File: src/rtl/csr_reg_bank.sv
// -----------------------------------------------------------------------------
// csr_reg_bank
//
// A small control/status register block on a simple strobe/ack bus.
//
// Register map (offset = sys_addr - BASE_ADDR, N = NUM_SCRATCH):
//   0 .. N-1 : SCRATCH    read/write
//   N        : VER_MAJOR  read only
//   N+1      : VER_MINOR  read only
//   N+2      : CTRL       read/write, mirrored on ctrl_out
//   N+3      : STATUS     sticky event bits, write 1 to clear
//   N+4      : IRQ_EN     read/write interrupt mask
// Anything below BASE_ADDR or at offset N+5 and above is an error access.
//
// Build option:
//   CSR_WLOCK_EN  When defined, CTRL[DATA_W-1] is a write lock. Once set,
//                 writes to SCRATCH, CTRL and IRQ_EN are refused with an error
//                 until reset. STATUS clears stay allowed. When undefined,
//                 CTRL[DATA_W-1] is an ordinary register bit.
//
// Ports:
//   clk            rising-edge clock
//   rst_n          asynchronous active-low reset
//   sys_addr       bus address
//   sys_data_in    write data
//   sys_data_out   read data, held between reads
//   sys_read_write 0 = read, 1 = write
//   sys_strobe     level request, held until sys_ack
//   sys_ack        one-cycle completion, one cycle after acceptance
//   sys_err        error flag, valid with sys_ack
//   evt_in         single-cycle event pulses, latched into STATUS
//   ctrl_out       current CTRL register value
//   irq            registered OR of STATUS & IRQ_EN
// -----------------------------------------------------------------------------
module csr_reg_bank #(
  parameter int                ADDR_W      = 8,
  parameter int                DATA_W      = 8,
  parameter int                NUM_SCRATCH = 8,
  parameter logic [ADDR_W-1:0] BASE_ADDR   = 8'h00,
  parameter logic [7:0]        VER_MAJOR   = 8'h02,
  parameter logic [7:0]        VER_MINOR   = 8'h00
) (
  input  logic              clk,
  input  logic              rst_n,
  input  logic [ADDR_W-1:0] sys_addr,
  input  logic [DATA_W-1:0] sys_data_in,
  output logic [DATA_W-1:0] sys_data_out,
  input  logic              sys_read_write,
  input  logic              sys_strobe,
  output logic              sys_ack,
  output logic              sys_err,
  input  logic [DATA_W-1:0] evt_in,
  output logic [DATA_W-1:0] ctrl_out,
  output logic              irq
);

  localparam int          SIDX_W      = (NUM_SCRATCH > 1) ? $clog2(NUM_SCRATCH) : 1;
  localparam logic [31:0] N_L         = 32'(NUM_SCRATCH);
  localparam logic [DATA_W-1:0] VER_MAJ_VAL = DATA_W'(VER_MAJOR);
  localparam logic [DATA_W-1:0] VER_MIN_VAL = DATA_W'(VER_MINOR);

  logic                strobe_prev;
  logic                accept;
  logic                ack_q;
  logic                err_q;

  logic [ADDR_W-1:0]   offset;
  logic [31:0]         offset_w;
  logic                below_base;
  logic                addr_valid;
  logic                hit_scratch;
  logic                hit_ver_major;
  logic                hit_ver_minor;
  logic                hit_ctrl;
  logic                hit_status;
  logic                hit_irq_en;
  logic [SIDX_W-1:0]   scratch_idx;

  logic [DATA_W-1:0]   scratch [NUM_SCRATCH];
  logic [DATA_W-1:0]   ctrl;
  logic [DATA_W-1:0]   status;
  logic [DATA_W-1:0]   irq_en;
  logic [DATA_W-1:0]   read_val;
  logic [DATA_W-1:0]   w1c_mask;

  logic                wr_locked;
  logic                wr_err;
  logic                txn_err;
  logic                wr_ok;

  // Address decode. The subtraction wraps, so addresses below the base are
  // caught by an explicit compare rather than relying on the wrapped offset.
  always_comb begin
    offset        = sys_addr - BASE_ADDR;
    offset_w      = 32'(offset);
    below_base    = (sys_addr < BASE_ADDR);
    addr_valid    = !below_base && (offset_w < (N_L + 32'd5));
    hit_scratch   = !below_base && (offset_w < N_L);
    hit_ver_major = !below_base && (offset_w == N_L);
    hit_ver_minor = !below_base && (offset_w == (N_L + 32'd1));
    hit_ctrl      = !below_base && (offset_w == (N_L + 32'd2));
    hit_status    = !below_base && (offset_w == (N_L + 32'd3));
    hit_irq_en    = !below_base && (offset_w == (N_L + 32'd4));
    scratch_idx   = offset[SIDX_W-1:0];
  end

  // A request is taken only on the rising edge of the strobe level, so a
  // strobe that stays high after its ack cannot start a second transaction.
  assign accept = sys_strobe && !strobe_prev;

`ifdef CSR_WLOCK_EN
  // Lock bit blocks configuration writes; STATUS clears are still allowed.
  assign wr_locked = ctrl[DATA_W-1] && (hit_scratch || hit_ctrl || hit_irq_en);
`else
  assign wr_locked = 1'b0;
`endif

  always_comb begin
    wr_err  = sys_read_write && (hit_ver_major || hit_ver_minor || wr_locked);
    txn_err = !addr_valid || wr_err;
    wr_ok   = accept && sys_read_write && addr_valid && !wr_err;
  end

  // Read data mux; unmapped offsets read as zero.
  always_comb begin
    read_val = '0;
    if (hit_scratch) begin
      read_val = scratch[scratch_idx];
    end else if (hit_ver_major) begin
      read_val = VER_MAJ_VAL;
    end else if (hit_ver_minor) begin
      read_val = VER_MIN_VAL;
    end else if (hit_ctrl) begin
      read_val = ctrl;
    end else if (hit_status) begin
      read_val = status;
    end else if (hit_irq_en) begin
      read_val = irq_en;
    end
  end

  // Bus response. The edge detector resets to "previously high" so a strobe
  // held through reset release must be seen low before it is accepted.
  // Read data is captured at acceptance and then held; errors return zero.
  always_ff @(posedge clk or negedge rst_n) begin
    if (!rst_n) begin
      strobe_prev  <= 1'b1;
      ack_q        <= 1'b0;
      err_q        <= 1'b0;
      sys_data_out <= '0;
    end else begin
      strobe_prev <= sys_strobe;
      ack_q       <= accept;
      if (accept) begin
        err_q <= txn_err;
        if (!addr_valid) begin
          sys_data_out <= '0;
        end else if (!sys_read_write) begin
          sys_data_out <= read_val;
        end
      end
    end
  end

  // The ack is withheld if the requester has already dropped its strobe;
  // a write is committed at acceptance regardless.
  always_comb begin
    sys_ack = ack_q && sys_strobe;
    sys_err = ack_q && sys_strobe && err_q;
  end

  // Scratch registers.
  always_ff @(posedge clk or negedge rst_n) begin
    if (!rst_n) begin
      for (int i = 0; i < NUM_SCRATCH; i++) begin
        scratch[i] <= '0;
      end
    end else if (wr_ok && hit_scratch) begin
      scratch[scratch_idx] <= sys_data_in;
    end
  end

  // CTRL and IRQ_EN.
  always_ff @(posedge clk or negedge rst_n) begin
    if (!rst_n) begin
      ctrl   <= '0;
      irq_en <= '0;
    end else begin
      if (wr_ok && hit_ctrl) begin
        ctrl <= sys_data_in;
      end
      if (wr_ok && hit_irq_en) begin
        irq_en <= sys_data_in;
      end
    end
  end

  // STATUS: clear first, then OR in events, so an event arriving in the same
  // cycle as a clear of that bit leaves it set.
  assign w1c_mask = (wr_ok && hit_status) ? sys_data_in : '0;

  always_ff @(posedge clk or negedge rst_n) begin
    if (!rst_n) begin
      status <= '0;
    end else begin
      status <= (status & ~w1c_mask) | evt_in;
    end
  end

  // Interrupt follows the registered state with one cycle of latency.
  always_ff @(posedge clk or negedge rst_n) begin
    if (!rst_n) begin
      irq <= 1'b0;
    end else begin
      irq <= |(status & irq_en);
    end
  end

  assign ctrl_out = ctrl;

endmodule
File: config.mk
export PLATFORM = sky130hd
export DESIGN_NAME = csr_reg_bank
export DESIGN_NICKNAME = d
export VERILOG_FILES = /design/src/rtl/csr_reg_bank.sv
export SDC_FILE = /design/constraint.sdc
export NUM_CORES = 1
export LEC_CHECK = 0
export ABC_CLOCK_PERIOD_IN_PS = 2300
export CORE_ASPECT_RATIO = 0.9
export CORE_MARGIN = 2
export CORE_UTILIZATION = 50
export CTS_CLUSTER_DIAMETER = 60
export DETAILED_ROUTE_END_ITERATION = 8
export MAX_ROUTING_LAYER = met4
export PLACE_DENSITY = 0.73
export SLEW_MARGIN = 15
export SYNTH_ARGS = -nofsm -noshare
export SYNTH_HDL_FRONTEND = slang
export SYNTH_SLANG_ARGS = --single-unit
File: constraint.sdc
create_clock -name clk -period 2.3 [get_ports clk]
set_input_delay 0.46 -clock clk [delete_from_list [all_inputs] [get_ports clk]]
set_output_delay 0.46 -clock clk [all_outputs]
set_load 0.1 [all_outputs]
After elaboration in Yosys (flattened, before gate mapping) --
Index checks and enable logic that the tools add are counted.
Cells by class: bitwise logic cells 5, order comparisons 5, multiplexer cells 15, reduce and logical (&&, ||, !) cells 27, eq/ne operators 6
Operator list (count):
- $mux 8 | 12
- $bwmux 64 | 1
- $eq 8x4->1 const B | 5
- $bmux 8 s3 | 1
- $demux 8 s3 | 1
- $logic_and 1x1->1 | 19
- $and 8x8->8 | 2
- $lt 8x4->1 const B | 2
- $lt 8x1->1 const B | 1
- $not 8->8 | 1
- $or 8x8->8 | 1
- $reduce_or 8->1 | 1
- $ge 4x4->1 const B | 1
- $logic_not 1->1 | 4
- $lt 4x1->1 const B | 1
- $not 3->4 | 1
- $logic_or 1x1->1 | 2
- $ne 2x2->1 const B | 1
- $reduce_and 2->1 | 1
Word-level totals: flip-flop bits (word level) 100, input bits 28, output and inout port bits 19, logic and storage cells 74

Logic depth before layout (Yosys ltp) --
Gate-level depths: netlist of the first run.
depth in word-level cells 12, mapped depth 8, gate-level depth less buffers 5

Least setup slack after synthesis of the first run --
Ideal clock, no wire load.
path type input to register, from in sys_addr[7], to reg scratch[56] (netlist name), data arrival time 2.438 ns, cell stages on the path 6, library setup time 0.125 ns, slack -0.262 ns, path buffers 2, path through or4_1 -> buf_2 -> or4_1 -> buf_6 -> nor3_4 -> mux2_2
On the way: longest elaborated chain between the ends 8, elaborated cells on any way between the ends 16
RTL lines:
- start: declaration | line 45 | input logic [ADDR_W-1:0] sys_addr,
- $lt 8x1->1 | line 96 | below_base = (sys_addr < BASE_ADDR);
- $logic_not 1->1
- $logic_and 1x1->1 (on tied branches) | line 99, 100
- $logic_or 1x1->1 | line 119 | wr_err = sys_read_write && (hit_ver_major || hit_ver_minor || wr_locked);
- $logic_and 1x1->1 | line 119
- $logic_not 1->1 | line 121 | wr_ok = accept && sys_read_write && addr_valid && !wr_err;
- $logic_and 1x1->1 | line 121
- $logic_and 1x1->1 * | line 178 | end else if (wr_ok && hit_scratch) begin
- end signal: indexed assignment | line 179 | scratch[scratch_idx] <= sys_data_in;
- end: declaration | line 79 | logic [DATA_W-1:0] scratch [NUM_SCRATCH];
Mark *: on every way between the ends. The rest lies on a longest branch, timed or not. A chain may end at the register's enable or synchronous reset.

Worst setup path in the final report of the first run --
from in sys_addr[4], to reg scratch[8] (netlist name)
Same word-level chain as after synthesis.

==> metrics.log, run 1 <==
INFO  metric outcome = finished clean
INFO  metric antenna_cells = 0
INFO  metric detail_route.iter0.violations = 127
INFO  metric synth.largest_area_cell = sky130_fd_sc_hd__dfrtp_1
INFO  metric yosysWarnings = 0
INFO  metric required = 2.56 ns
INFO  metric layoutNonFillerInstCount = 573
INFO  metric die_outline_height = 96.1 µm
INFO  metric overall_fraction_of_global_route_tracks_in_use = 25.2%
INFO  metric drt-pass1-iter-count = 4
INFO  metric leak_pwr = 2.80 nW
INFO  metric setup_total_negative_slack = 0 ns
INFO  metric area.growth.synth_to_final = 27.7%
INFO  metric synth.top_cell.area_share = 52.6%
INFO  metric worst_path_most_repeated_cell = sky130_fd_sc_hd__or4_4
INFO  metric holdWs = 0.0305 ns
INFO  metric detail_route_antenna_nets = 0
INFO  metric fp.coreArea = 9130 µm²
INFO  metric final_layout_size_suffix_gt1_share = 42.6%
INFO  metric design.portCount = 47
INFO  metric postSynthCellCount = 363
INFO  metric worst_slew_pin_slew = 0.488 ns
INFO  metric asyncSetResetFlopFracSynth = 100%
INFO  metric cp_slowest_stage_delay = 0.62 ns
INFO  metric worst_ep_arrival_time = 2.54 ns
INFO  metric post_synth_main_area_contributors = sky130_fd_sc_hd__dfrtp_1 (53%), sky130_fd_sc_hd__mux2_2 (19%), sky130_fd_sc_hd__mux2i_1 (4.7%)
INFO  metric cts_made_buffers = 9
INFO  metric route.vias.total = 3255
INFO  metric routed_wire_length_per_instance = 19.9 µm
INFO  metric timing.hold.worst.class = in -> async
INFO  metric post_synth_instance_area = 4710 µm²
INFO  metric path_max_fanout = 6
INFO  metric timing.setup.critical_path_class = in -> reg
INFO  metric synthesis.nets = 391
INFO  metric timing.critical_path.from_type = input pin
INFO  metric finish.instance_area = 6010 µm²
INFO  metric clock_path_buffers = 2
INFO  metric grt_first_pass_wirelength = 18.8 mm
INFO  metric final-setup-viol-count = 0
INFO  metric cts.sinks = 100
INFO  metric final_core_util = 65.9%
INFO  metric number_of_antenna_violations_at_the_first_check_in_global_routing = 0
INFO  metric die_area = 10200 µm²
INFO  metric max_slew_margin = 67.4%
INFO  metric fp-row-count = 33
INFO  metric drc_errors = 0
INFO  metric power.ir.vdd_worst = 502 µV
INFO  metric achievable-frequency = 0.440 GHz
INFO  metric cts.htree.levels = 3
INFO  metric fp.dieW = 106 µm
INFO  metric synth.avg_cell_area = 13.0 µm²
INFO  metric synth_seq_cells = 100
INFO  metric grt_overflow_total = 0
INFO  metric timing.critical_path.cells = dlygate4sd2_1, or4_4, or4_4, nor3_4, buf_6, mux2_4
INFO  metric place.gp.congestion = 0.837
INFO  metric rsz_0062_raised_after_global_routing = no
INFO  metric final_net_count = 474
INFO  metric grt_start_max_net_pins = 43
INFO  metric number_of_pins_exceeding_their_max_slew_limit_in_the_final_report = 0
INFO  metric wl = 11.4 mm
INFO  metric dominantRegCellSynth = sky130_fd_sc_hd__dfrtp_1
INFO  metric path_clk_slew = 0.10 ns
INFO  metric yosys.cell_types.count = 46
INFO  metric placed_cells = 555
INFO  metric yosysSeqAreaShare = 53.2%
INFO  metric timing.critical_path.slowest_stage_cell = sky130_fd_sc_hd__or4_4
INFO  metric timing.final.hold_violations = 0
INFO  metric hpwlAfterDp = 8.15 mm
INFO  metric cts_tree = done
INFO  metric finalWorstPathRequiredPeriod = 2.27 ns
INFO  metric grt_pass1_vias = 3433
INFO  metric clock-root-buffer = sky130_fd_sc_hd__clkbuf_8
INFO  metric skew = 0.0142 ns
INFO  metric post_dp_cell_area = 5780 µm²
INFO  metric cellPowerDensity = 541 nW/µm²
INFO  metric layout_commonest_cell = sky130_fd_sc_hd__dfrtp_1
INFO  metric io_buffer_count = 46
INFO  metric via_to_cell_ratio = 5.68
INFO  metric starting_density_of_the_core = 51.6%
INFO  metric final_min_period_over_clock_period = 98.9%
INFO  metric mostFrequentLayoutCells = sky130_fd_sc_hd__dfrtp_1 (99), sky130_fd_sc_hd__buf_4 (58), sky130_fd_sc_hd__mux2_2 (51)
INFO  metric max_cap_violations = 0
INFO  metric end_kind = flip-flop
INFO  metric number_of_enable_flip_flop_cells_after_synthesis = 0
INFO  metric clock_latency = 0.38 ns
[worst paths after layout]
path / startpoint / end / slack (ns) / cells past startpoint
min reg2reg: err_q$_DFFE_PN0N_ / err_q$_DFFE_PN0N_ / 0.49 / 2
max: sys_addr[4] / scratch[8]$_DFFE_PN0P_ / 0.03 / 6
max reg2reg: strobe_prev$_DFF_PN1_ / scratch[8]$_DFFE_PN0P_ / 0.34 / 5
max in group asynchronous: rst_n / scratch[48]$_DFFE_PN0P_ / 1.58 / 2
min in group clk: err_q$_DFFE_PN0N_ / err_q$_DFFE_PN0N_ / 0.49 / 2
min: rst_n / scratch[30]$_DFFE_PN0P_ / 0.03 / 1
[critical path, delay by kind of cell]
family | cells | cell delay [ns]
buffers and inverters | 2 | 0.41
multiplexers | 1 | 0.30
AND/OR/NAND/NOR | 3 | 1.36
[layer usage]
layer  vias to the layer above  share of wire [%]  GRT usage, %
li1                       1489                  -             -
met1                      1685                 47          34.7
met2                        72                 47          37.8
met3                         9                5.2          6.30
met4                         0               0.96          6.47
met5                         -                  0             -
[state kept, by name, indices dropped and copies added, names as in the netlist]
| signal | count |
|---|---|
| status | 8 |
| irq_en | 8 |
| ack_q | 1 |
| ctrl_out | 8 |
| err_q | 1 |
| sys_data_out | 8 |
| strobe_prev | 1 |
| scratch | 64 |
| irq | 1 |
[Yosys cell counts, types with 2 or more instances]
master,n
sky130_fd_sc_hd__a211o_1,2
sky130_fd_sc_hd__nand3b_1,4
sky130_fd_sc_hd__a21o_1,8
sky130_fd_sc_hd__mux2_2,80
sky130_fd_sc_hd__nor2_2,2
sky130_fd_sc_hd__o211ai_1,5
sky130_fd_sc_hd__a22oi_1,4
sky130_fd_sc_hd__buf_2,5
sky130_fd_sc_hd__nor2_1,19
sky130_fd_sc_hd__or3_1,4
sky130_fd_sc_hd__dfrtp_1,99
sky130_fd_sc_hd__nor2b_1,4
sky130_fd_sc_hd__buf_1,2
sky130_fd_sc_hd__o2bb2ai_1,3
sky130_fd_sc_hd__nor2_4,2
sky130_fd_sc_hd__o22ai_1,3
sky130_fd_sc_hd__nor3_4,3
sky130_fd_sc_hd__or4_1,4
sky130_fd_sc_hd__o21ai_0,2
sky130_fd_sc_hd__mux4_2,8
sky130_fd_sc_hd__nand2_1,20
sky130_fd_sc_hd__inv_1,2
sky130_fd_sc_hd__mux2i_1,22
sky130_fd_sc_hd__nand2b_1,3
sky130_fd_sc_hd__a21oi_1,7
sky130_fd_sc_hd__clkbuf_1,17
sky130_fd_sc_hd__or2_2,3
sky130_fd_sc_hd__nor4_1,3
sky130_fd_sc_hd__nand3_1,2
sky130_fd_sc_hd__nand4_1,3
sky130_fd_sc_hd__nor3b_1,2
sky130_fd_sc_hd__o31ai_1,2
[report_power, final]
| part | switching, mW | internal [mW] | total, mW | leakage [nW] |
|---|---|---|---|---|
| Clock | 0.636 | 0.435 | 1.07 | 0.0950 |
| Sequential | 0.0160 | 1.79 | 1.80 | 1.34 |
| Combinational | 0.219 | 0.162 | 0.381 | 1.36 |
| Total | 0.871 | 2.38 | 3.25 | 2.80 |
[cell type report]
class	count	area, µm²
clock buffers	10	138
well taps	122	153
flip-flops and latches	100	2500
fillers	700	3110
inverters	2	7.51
clock inverters	6	46.3
multi-input cells	236	2230
repair buffers	97	931
[stage by stage]
step / setup WS, ns / total power, mW
detailed placement: -0.578 / 2.22
global placement: -0.552 / 2.21
CTS: 0.00926 / 3.28
finish: 0.0253 / 3.25
global route: 0.0115 / 3.39
floorplan: -0.206 / 2.03
[logic make-up after synthesis]
family / synth area share (%)
compound gates: 6.64
buf+inv: 2.44
flops: 53.2
mux: 27.6
simple gates: 10.1
[timing repair]
| item | 4_1_cts | 5_1_grt |
|---|---|---|
| resized for setup | 13 | 2 |
| pin swaps | 3 | 1 |
| endpoints found under the setup margin | 66 | 8 |
| hold buffers | 0 | 0 |
| buffers inserted | 2 | 0 |
No activity file was read; power rests on OpenSTA's default activity.
==> run 2: changes to the inputs <==
- CTS_CLUSTER_SIZE: not set -> 28
- SLEW_MARGIN: 15 -> 30
==> results of run 2 <==
Final layout, timing and power as in run 1 (identical DEF).
